`config.mk`:
```
export PLATFORM = sky130hd
export DESIGN_NAME = mc_datapath
export DESIGN_NICKNAME = d
export VERILOG_FILES = /design/src/rtl/mc_pkg.sv /design/src/rtl/mc_regfile.sv /design/src/rtl/mc_datapath.sv
export SDC_FILE = /design/constraint.sdc
export NUM_CORES = 2
export LEC_CHECK = 0
export ABC_AREA = 0
export BUFFER_PORTS_ARGS = -buffer_cell sky130_fd_sc_hd__buf_2
export CORE_MARGIN = 2
export CORE_UTILIZATION = 35
export CTS_CLUSTER_SIZE = 12
export DETAILED_ROUTE_END_ITERATION = 10
export PLACE_DENSITY = 0.55
export SYNTH_ARGS = -nofsm -noshare
export SYNTH_HDL_FRONTEND = slang
export SYNTH_SLANG_ARGS = --single-unit
```
`constraint.sdc`:
```
create_clock -name clk -period 10.5 [get_ports clk]
set_input_delay 2.625 -clock clk [delete_from_list [all_inputs] [get_ports clk]]
set_output_delay 2.625 -clock clk [all_outputs]
set_load 0.005 [all_outputs]
```
`src/rtl/mc_pkg.sv`:
```
// Shared definitions for the multi-cycle MIPS datapath: opcodes, functs,
// ALU-control encoding, FSM states and the R-type funct decoder.
package mc_pkg;

    localparam logic [5:0] OP_RTYPE = 6'h00;
    localparam logic [5:0] OP_J     = 6'h02;
    localparam logic [5:0] OP_JAL   = 6'h03;
    localparam logic [5:0] OP_BEQ   = 6'h04;
    localparam logic [5:0] OP_ADDI  = 6'h08;
    localparam logic [5:0] OP_LW    = 6'h23;
    localparam logic [5:0] OP_SW    = 6'h2b;

    localparam logic [5:0] FN_SLL = 6'h00;
    localparam logic [5:0] FN_SRL = 6'h02;
    localparam logic [5:0] FN_ADD = 6'h20;
    localparam logic [5:0] FN_SUB = 6'h22;
    localparam logic [5:0] FN_AND = 6'h24;
    localparam logic [5:0] FN_OR  = 6'h25;
    localparam logic [5:0] FN_NOR = 6'h27;
    localparam logic [5:0] FN_SLT = 6'h2a;

    typedef enum logic [3:0] {
        ALU_ADD = 4'd0,
        ALU_SUB = 4'd1,
        ALU_AND = 4'd2,
        ALU_OR  = 4'd3,
        ALU_NOR = 4'd4,
        ALU_SLT = 4'd5,
        ALU_SLL = 4'd6,
        ALU_SRL = 4'd7
    } alu_op_e;

    typedef enum logic [2:0] {
        S_FETCH,
        S_DECODE,
        S_EXEC,
        S_MEM,
        S_WB
    } state_e;

    typedef struct packed {
        logic    valid;
        alu_op_e op;
    } funct_dec_t;

    function automatic funct_dec_t funct_decode(input logic [5:0] funct);
        funct_dec_t d;
        d.valid = 1'b1;
        d.op    = ALU_ADD;
        case (funct)
            FN_ADD:  d.op = ALU_ADD;
            FN_SUB:  d.op = ALU_SUB;
            FN_AND:  d.op = ALU_AND;
            FN_OR:   d.op = ALU_OR;
            FN_NOR:  d.op = ALU_NOR;
            FN_SLT:  d.op = ALU_SLT;
            FN_SLL:  d.op = ALU_SLL;
            FN_SRL:  d.op = ALU_SRL;
            default: d.valid = 1'b0;
        endcase
        return d;
    endfunction

endpackage

```
`src/rtl/mc_regfile.sv`:
```
// 32 x WIDTH register file: two asynchronous read ports, one synchronous
// write port, synchronous clear; r0 always reads zero and ignores writes.
module mc_regfile
    import mc_pkg::*;
#(
    parameter int WIDTH = 32
) (
    input  logic             clk,
    input  logic             reset,
    input  logic [4:0]       ra1,
    input  logic [4:0]       ra2,
    output logic [WIDTH-1:0] rd1,
    output logic [WIDTH-1:0] rd2,
    input  logic             we,
    input  logic [4:0]       wa,
    input  logic [WIDTH-1:0] wd
);

    logic [WIDTH-1:0] regs_q [32];
    logic [WIDTH-1:0] regs_d [32];

    always_comb begin
        regs_d = regs_q;
        if (we && (wa != 5'd0)) begin
            regs_d[wa] = wd;
        end
    end

    always_ff @(posedge clk) begin
        if (reset) begin
            for (int unsigned i = 0; i < 32; i++) begin
                regs_q[i] <= '0;
            end
        end else begin
            regs_q <= regs_d;
        end
    end

    assign rd1 = (ra1 == 5'd0) ? '0 : regs_q[ra1];
    assign rd2 = (ra2 == 5'd0) ? '0 : regs_q[ra2];

endmodule

```
`src/rtl/mc_datapath.sv`:
```
// Multi-cycle MIPS-subset datapath with embedded control FSM and req/ack
// memory ports. Define MC_JUMP_EN to add j/jal; otherwise they are illegal.
module mc_datapath
    import mc_pkg::*;
#(
    parameter int                  WIDTH    = 32,
    parameter int                  PC_WIDTH = 32,
    parameter logic [PC_WIDTH-1:0] RESET_PC = '0
) (
    input  logic                clk,
    input  logic                reset,
    output logic                imem_req,
    output logic [PC_WIDTH-1:0] imem_addr,
    input  logic [31:0]         imem_rdata,
    input  logic                imem_ack,
    output logic                dmem_req,
    output logic                dmem_we,
    output logic [WIDTH-1:0]    dmem_addr,
    output logic [WIDTH-1:0]    dmem_wdata,
    input  logic [WIDTH-1:0]    dmem_rdata,
    input  logic                dmem_ack,
    output logic [PC_WIDTH-1:0] pc,
    output logic                retire,
    output logic                illegal
);

    state_e              state_q, state_d;
    logic [PC_WIDTH-1:0] pc_q, pc_d;
    logic [PC_WIDTH-1:0] target_q, target_d;
    logic [31:0]         ir_q, ir_d;
    logic [WIDTH-1:0]    a_q, a_d;
    logic [WIDTH-1:0]    b_q, b_d;
    logic [WIDTH-1:0]    aluout_q, aluout_d;
    logic [WIDTH-1:0]    mdr_q, mdr_d;

    logic [5:0]  opcode, funct;
    logic [4:0]  rs, rt, rd, shamt;
    logic [15:0] imm;

    assign opcode = ir_q[31:26];
    assign rs     = ir_q[25:21];
    assign rt     = ir_q[20:16];
    assign rd     = ir_q[15:11];
    assign shamt  = ir_q[10:6];
    assign funct  = ir_q[5:0];
    assign imm    = ir_q[15:0];

    logic [WIDTH-1:0]    imm_sext, alu_b, alu_y, rs_val, rt_val, rf_wd;
    logic [PC_WIDTH-1:0] pc4, br_off;
    logic                legal, shift_big, rf_we;
    logic [4:0]          rf_wa;
    alu_op_e             alu_op;
    funct_dec_t          fdec;
    logic                imem_req_c, dmem_req_c, retire_c, illegal_c;

    assign imm_sext  = WIDTH'($signed(imm));
    assign br_off    = PC_WIDTH'($signed({imm, 2'b00}));
    assign pc4       = pc_q + PC_WIDTH'(32'd4);
    assign alu_b     = (opcode == OP_RTYPE) ? b_q : imm_sext;
    assign shift_big = (32'(shamt) >= WIDTH);

`ifdef MC_JUMP_EN
    logic [PC_WIDTH-1:0] jump_target;
    // Bits above 27 come from pc+4; the mask degrades gracefully for narrow or wide PCs.
    assign jump_target = (pc4 & ~PC_WIDTH'(32'h0FFF_FFFF)) | PC_WIDTH'({ir_q[25:0], 2'b00});
`endif

    mc_regfile #(.WIDTH(WIDTH)) u_rf (
        .clk   (clk),
        .reset (reset),
        .ra1   (rs),
        .ra2   (rt),
        .rd1   (rs_val),
        .rd2   (rt_val),
        .we    (rf_we),
        .wa    (rf_wa),
        .wd    (rf_wd)
    );

    always_comb begin
        fdec   = funct_decode(funct);
        legal  = 1'b0;
        alu_op = ALU_ADD;
        case (opcode)
            OP_RTYPE: begin
                legal  = fdec.valid;
                alu_op = fdec.op;
            end
            OP_LW, OP_SW, OP_ADDI, OP_BEQ: legal = 1'b1;
`ifdef MC_JUMP_EN
            OP_J, OP_JAL: legal = 1'b1;
`endif
            default: legal = 1'b0;
        endcase
    end

    always_comb begin
        alu_y = '0;
        case (alu_op)
            ALU_ADD: alu_y = a_q + alu_b;
            ALU_SUB: alu_y = a_q - alu_b;
            ALU_AND: alu_y = a_q & alu_b;
            ALU_OR:  alu_y = a_q | alu_b;
            ALU_NOR: alu_y = ~(a_q | alu_b);
            ALU_SLT: alu_y = WIDTH'($signed(a_q) < $signed(alu_b));
            ALU_SLL: alu_y = shift_big ? '0 : (b_q << shamt);
            ALU_SRL: alu_y = shift_big ? '0 : (b_q >> shamt);
            default: alu_y = '0;
        endcase
    end

    always_comb begin
        state_d    = state_q;
        pc_d       = pc_q;
        target_d   = target_q;
        ir_d       = ir_q;
        a_d        = a_q;
        b_d        = b_q;
        aluout_d   = aluout_q;
        mdr_d      = mdr_q;
        rf_we      = 1'b0;
        rf_wa      = rd;
        rf_wd      = aluout_q;
        imem_req_c = 1'b0;
        dmem_req_c = 1'b0;
        retire_c   = 1'b0;
        illegal_c  = 1'b0;
        case (state_q)
            S_FETCH: begin
                imem_req_c = 1'b1;
                if (imem_ack) begin
                    ir_d    = imem_rdata;
                    state_d = S_DECODE;
                end
            end
            S_DECODE: begin
                a_d      = rs_val;
                b_d      = rt_val;
                target_d = pc4 + br_off;
                state_d  = S_EXEC;
            end
            S_EXEC: begin
                aluout_d = alu_y;
                if (!legal) begin
                    pc_d      = pc4;
                    retire_c  = 1'b1;
                    illegal_c = 1'b1;
                    state_d   = S_FETCH;
                end else begin
                    case (opcode)
                        OP_BEQ: begin
                            pc_d     = (a_q == b_q) ? target_q : pc4;
                            retire_c = 1'b1;
                            state_d  = S_FETCH;
                        end
                        OP_LW, OP_SW: state_d = S_MEM;
`ifdef MC_JUMP_EN
                        OP_J: begin
                            pc_d     = jump_target;
                            retire_c = 1'b1;
                            state_d  = S_FETCH;
                        end
                        OP_JAL: begin
                            pc_d     = jump_target;
                            rf_we    = 1'b1;
                            rf_wa    = 5'd31;
                            rf_wd    = WIDTH'(pc4);
                            retire_c = 1'b1;
                            state_d  = S_FETCH;
                        end
`endif
                        default: state_d = S_WB;
                    endcase
                end
            end
            S_MEM: begin
                dmem_req_c = 1'b1;
                if (dmem_ack) begin
                    if (opcode == OP_LW) begin
                        mdr_d   = dmem_rdata;
                        state_d = S_WB;
                    end else begin
                        pc_d     = pc4;
                        retire_c = 1'b1;
                        state_d  = S_FETCH;
                    end
                end
            end
            S_WB: begin
                rf_we    = 1'b1;
                rf_wa    = (opcode == OP_RTYPE) ? rd : rt;
                rf_wd    = (opcode == OP_LW) ? mdr_q : aluout_q;
                pc_d     = pc4;
                retire_c = 1'b1;
                state_d  = S_FETCH;
            end
            default: state_d = S_FETCH;
        endcase
    end

    always_ff @(posedge clk) begin
        if (reset) begin
            state_q  <= S_FETCH;
            pc_q     <= RESET_PC;
            target_q <= '0;
            ir_q     <= '0;
            a_q      <= '0;
            b_q      <= '0;
            aluout_q <= '0;
            mdr_q    <= '0;
        end else begin
            state_q  <= state_d;
            pc_q     <= pc_d;
            target_q <= target_d;
            ir_q     <= ir_d;
            a_q      <= a_d;
            b_q      <= b_d;
            aluout_q <= aluout_d;
            mdr_q    <= mdr_d;
        end
    end

    // Reset masks requests and pulses so nothing leaks while it is held.
    assign imem_req   = imem_req_c & ~reset;
    assign dmem_req   = dmem_req_c & ~reset;
    assign retire     = retire_c & ~reset;
    assign illegal    = illegal_c & ~reset;
    assign imem_addr  = pc_q;
    assign pc         = pc_q;
    assign dmem_we    = (opcode == OP_SW);
    assign dmem_addr  = aluout_q;
    assign dmem_wdata = b_q;

endmodule

```
* Word level (Yosys, flattened, before mapping)
Index checks and enable logic that the tools add are counted.
Widths: inputs -> output; s select.
** Storage, ports and cells
- Register bits :: 1251
- Input port bits :: 68
** Operators by class
- Order comparisons :: 5
- Reductions and logical operators :: 17
- Shift-type cells :: 2
- Bitwise operators :: 11
- Eq/ne operators :: 27
- Add/subtract/negate cells :: 4
- Muxes and demuxes :: 43
** Operators by type and width (number)
- $bwmux 1024 :: 1
- $mux 32 :: 15
- $bmux 32 s5 :: 2
- $pmux 32 s8 :: 1
- $demux 32 s5 :: 1
- $pmux 32 s3 :: 1
- $add 32x32->32 :: 2
- $eq 6x6->1 const B :: 8
- $add 32x3->32 const B :: 1
- $and 32x32->32 :: 1
- $eq 32x32->1 :: 1
- $lt 32x32->1 :: 1
- $not 32->32 :: 1
- $or 32x32->32 :: 1
- $shl 32x5->32 :: 1
- $shr 32x5->32 :: 1
- $sub 32x32->32 :: 1
- $pmux 3 s7 :: 1
- $ge 6x6->1 const B :: 3
- $not 5->6 :: 3
- $eq 4x3->1 const B :: 4
- $logic_not 6->1 :: 2
- $mux 3 :: 4
- $pmux 3 s4 :: 1
- other kinds (31) :: 51

* Depth between registers and ports, before layout
- Word-level depth :: 9
- Depth in mapped cells :: 19
- Mapped depth without buffers :: 16

* Modules after synthesis
A second synthesis with hierarchy kept.
** Second synthesis, totals
- Cells, all modules :: 8780
- Area total of the unflattened synthesis :: 72419.5 µm²
** By module, submodules not included
- mc_regfile :: seq. area each 20499.7 µm², cells an instance 5933, area an instance 51608.2 µm², times used 1
- mc_datapath :: seq. area each 4544.4 µm², cells an instance 2847, area an instance 20811.2 µm², times used 1

* Worst setup path before layout
Ideal clock, no wire load.
- Path type :: input to output
- Start point :: input port dmem_ack
- End point :: output port retire
- Arrival :: 3.761 ns
- Stages :: 6
- Path slack :: 4.114 ns
- Cells stage by stage :: inv_1 -> o21ai_0 -> a31oi_1 -> clkbuf_1 -> buf_1 -> nor2_1
** Between the ends
- Word-level cells in the longest chain between the ends :: 3
** Ends and longest elaborated chain
- start: declaration :: RTL line mc_datapath.sv:21 : input logic dmem_ack,
- $mux 1 :: RTL line mc_datapath.sv:178 : if (dmem_ack) begin
- $pmux 1 s3 :: RTL line mc_datapath.sv:128 : case (state_q)
- $and 1x1->1 :: RTL line mc_datapath.sv:226 : assign retire = retire_c & ~reset;
- end: declaration :: RTL line mc_datapath.sv:23 : output logic retire,
No other way between the ends.

* Worst setup path after layout
Ends and elaborated chain as after synthesis.

==> metrics.md <==
| Metric | Value |
|---|---|
| Outcome | `finished with violations` |
| Violated checks | `max-slew violations` |
| Worst IR Drop VDD | `about 0.00018 V` |
| Synth Register Bits | `~1300` |
| Core Area | `~0.20 mm2` |
| Hold_buf cts | `0` |
| Synth Net Count | `7709` |
| Setup Fix Bufs, Post-CTS | `0` |
| DRC | `0` |
| Via density | `6.09` |
| PortBufs | `200` |
| Die area | `0.205 mm2` |
| Total GRT Usage | `26.6%` |
| TNS Setup | `0 ns` |
| Worst reg2reg startpoint | `ir_q[31]` |
| Ys Warns | `0` |
| WP data arrival | `4.29 ns` |
| Hold Crit Depth | `2` |
| IO Pins | `201` |
| Pwr/cell area | `about 140 mW/mm2` |
| RR Endpoint | `dmem_addr[0]` |
| Initial Util | `a little over a third` |
| Pins over their slew limit | `1` |
| Final hold slack | `approximately 0.45 ns` |
| Area growth syn-to-layout | `10.7%` |
| Max Clock Freq | `145 MHz` |
| Main synth FF type | `dfxtp_1` |
| Synth top area share | `35.5%` |
| Die height | `453 um` |
| Clk slew on worst S/H paths | `about 0.050 ns` |
| DP Wirelength | `175 mm` |
| Grt total ovfl | `0` |
| Clock Latency Late Sink | `0.82 ns` |
| RD Place Congestion | `0.981` |
| Max-cap viol count | `0` |
| Worst slew pin tran | `1.52 ns` |
| Leakage | `25.1 nW` |
| Relative slew slack | `-1.58%` |
| Worst Path Max Fanout | `32` |
| CTS tree | `done` |
| Die width | `453 um` |
| Gates resized, CTS repair | `0` |
| Vias in the first global route | `57300` |
| Area leader, netlist | `dfxtp_1` |
| Critical path class | `in -> out` |
| Root buffer cell | `clkbuf_16` |
| Commonest cells after routing, fill and taps aside | `1302 x nor2_1, 1235 x dfxtp_1, 1104 x a211oi_1` |
| Synthesized instance count | `7496` |
| Clock sinks | `1251` |
| H-tree Lvls | `4` |
| First-pass GRT wire length | `407 mm` |
| FP Rows | `164` |
| Worst Hold End | `target_q[6]` |
| Min Clock Period, post-route | `6.92 ns` |
| Final hold vios | `0` |
| Post-Route WL | `281 mm` |
| Via count | `60500` |
| Share of cells above drive strength 1 | `approximately 18%` |
| Critical Path RT | `roughly 7.9 ns` |
| Post-synth cell types | `86` |
| Top delay family on crit path | `compound AO/OA/AOI/OAI gates` |
| Setup-failing EPs final | `0` |
| Drt first pass iters | `6` |
| Avg Cell Area, Syn | `9.41 um2` |
| Min-Delay Path Class | `reg -> reg` |
| Average routed wire per standard cell | `28.3 um` |
| Detail Route Antenna Nets | `0` |
| Crit-path cells | `buf_2 > inv_1 > o21ai_0 > a31oi_4 > nor2_1 > buf_2` |
| Layout Nets | `7379` |
| Crit path max-delay cell type | `a31oi_4` |
| Crit end category | `output pin` |
| Commonest non-fill, non-tap cell in the layout | `nor2_1` |
| WP buf/inv | `3` |
| Sequential fraction of the synthesis area | `35.5%` |
| R2R Setup Slk | `just under 5 ns` |
| Number of flops mapped to enable cells by yosys | `0` |
| Async SR Flop Fraction | `0%` |
| Hold_sp | `target_q[6]` |
| Fill count | `between 15000 and 20000` |
| R2R depth | `15` |
| Fin crit share | `65.9%` |
| Largest net degree at the start of global routing | `153` |
| Largest cells by area after synthesis | `dfxtp_1 36%, mux4_2 16%, a211oi_1 12%` |
| Clock tree buffer depth | `3` |
| TritonCTS Buffers | `~140` |
| Clk_skew | `0.0353 ns` |
| Kind of start point of the critical path | `input pin` |
| Initial antenna violation count | `5` |
| Starting DRT DRC Count | `7536` |
| Most frequent CP cell | `buf_2` |
| Unrepaired setup endpoints after global routing | `no` |
| Synthesized cell area | `between 0.07 and 0.08 mm2` |
| Slowest cell delay on critical path | `0.93 ns` |
==> power by group <==
group	internal [mW]	switching (mW)
sequential	4.77	0.0813
clock	2.91	2.15
combinational	0.392	0.937
==> registers in the layout, summed over array words and instances (netlist names) <==
name,count
a_q,32
dmem_addr,32
dmem_wdata,32
imem_addr,32
ir_q,32
mdr_q,32
state_q,3
target_q,32
u_rf.regs_q,1024
==> per-stage QoR <==
stage	cells	instance area, um2	worst slack (ns)	utilization (%)	total power, mW
6_report	9928	78100	3.58	39.0	11.2
2_1_floorplan	7496	70500	4.11	-	5.77
3_3_place_gp	9677	73400	3.51	36.7	6.25
3_5_place_dp	9677	73400	3.60	36.7	6.26
4_1_cts	9926	78100	3.59	39.0	11.3
5_1_grt	9926	78100	3.44	39.0	11.5
==> layer usage <==
| layer | share of wire, % | vias to the layer above | track usage, % | wire length (um) |
|---|---|---|---|---|
| met3 | 7.4 | 623 | 4.09 | 20900 |
| met1 | 41 | 29900 | 35.1 | 116000 |
| met2 | 45 | 2731 | 42.3 | 128000 |
| li1 | - | 27200 | - | - |
| met5 | 0.017 | - | 0 | 47 |
| met4 | 5.7 | 4 | 13.7 | 16000 |
==> worst reg2reg max path, delay by kind of cell, from the launching register on <==
| family | cells | cell delay [ns] |
|---|---|---|
| DFF | 1 | 0.34 |
| and+or+nand+nor | 5 | 2.13 |
| AOI/OAI and AO/OA | 7 | 2.47 |
| adders and majority gates | 1 | 0.30 |
| buffers and inverters | 2 | 0.22 |
==> worst max-delay path by stage <==
stage	startpoint	slack [ns]	cells past startpoint	to
CTS	dmem_ack	3.59	6	retire
floorplan	dmem_ack	4.11	6	retire
finish	dmem_ack	3.58	6	retire
global route	dmem_ack	3.44	6	retire
detailed placement	dmem_ack	3.60	6	retire
global placement	dmem_ack	3.51	6	retire
==> cells by family (layout without fill, tap and decap cells) <==
| group | after synthesis | in the layout | share of synthesized area (%) |
|---|---|---|---|
| multiplexers | 867 | 867 | 21.6 |
| XOR/XNOR | 122 | 122 | 1.52 |
| adder cells (fa/ha/maj) | 145 | 145 | 2.60 |
| AND/OR/NAND/NOR | 2083 | 2083 | 12.5 |
| flip-flops | 1251 | 1251 | 35.5 |
| AO/OA/AOI/OAI | 2044 | 2044 | 20.6 |
| buffers and inverters | 984 | 758 | 5.67 |
| other | 0 | 2 | 0 |
==> synth_stat cells, types with 10 or more instances <==
| library cell | number |
|---|---|
| mux2_2 | 92 |
| clkbuf_1 | 589 |
| o221ai_1 | 45 |
| ha_1 | 142 |
| a21o_1 | 68 |
| nand2_1 | 379 |
| and2_1 | 15 |
| or2_2 | 10 |
| xnor2_1 | 75 |
| nor3_1 | 74 |
| nand2b_1 | 67 |
| nor2_1 | 1304 |
| dfxtp_1 | 1251 |
| a22oi_1 | 13 |
| a221oi_1 | 91 |
| and3_1 | 30 |
| buf_1 | 96 |
| nor4_1 | 20 |
| or3_1 | 12 |
| inv_1 | 132 |
| nor2b_1 | 60 |
| o21bai_1 | 25 |
| nand3_1 | 37 |
| nand4_1 | 22 |
| buf_4 | 36 |
| a21oi_1 | 323 |
| o22ai_1 | 60 |
| o211ai_1 | 62 |
| buf_2 | 123 |
| nor2_2 | 13 |
| o31ai_1 | 12 |
| a211oi_1 | 1104 |
| o21ai_0 | 121 |
| xor2_1 | 47 |
| a31oi_1 | 10 |
| o21a_1 | 12 |
| mux4_2 | 511 |
| a221o_1 | 18 |
| mux2i_1 | 263 |
==> final cells by class <==
type	instances	area, um2	share of cell area (%)
Clock inverter	34	413	0.529
Clock buffer	215	4230	5.42
Tap cell	2656	3320	4.26
Sequential cell	1251	25100	32.1
Inverter	134	503	0.644
Antenna cell	2	5.00	0.00641
Timing Repair Buffer	375	2390	3.06
Multi-Input combinational cell	5261	42100	53.9
Note: power is estimated with default switching activity, not from simulation.
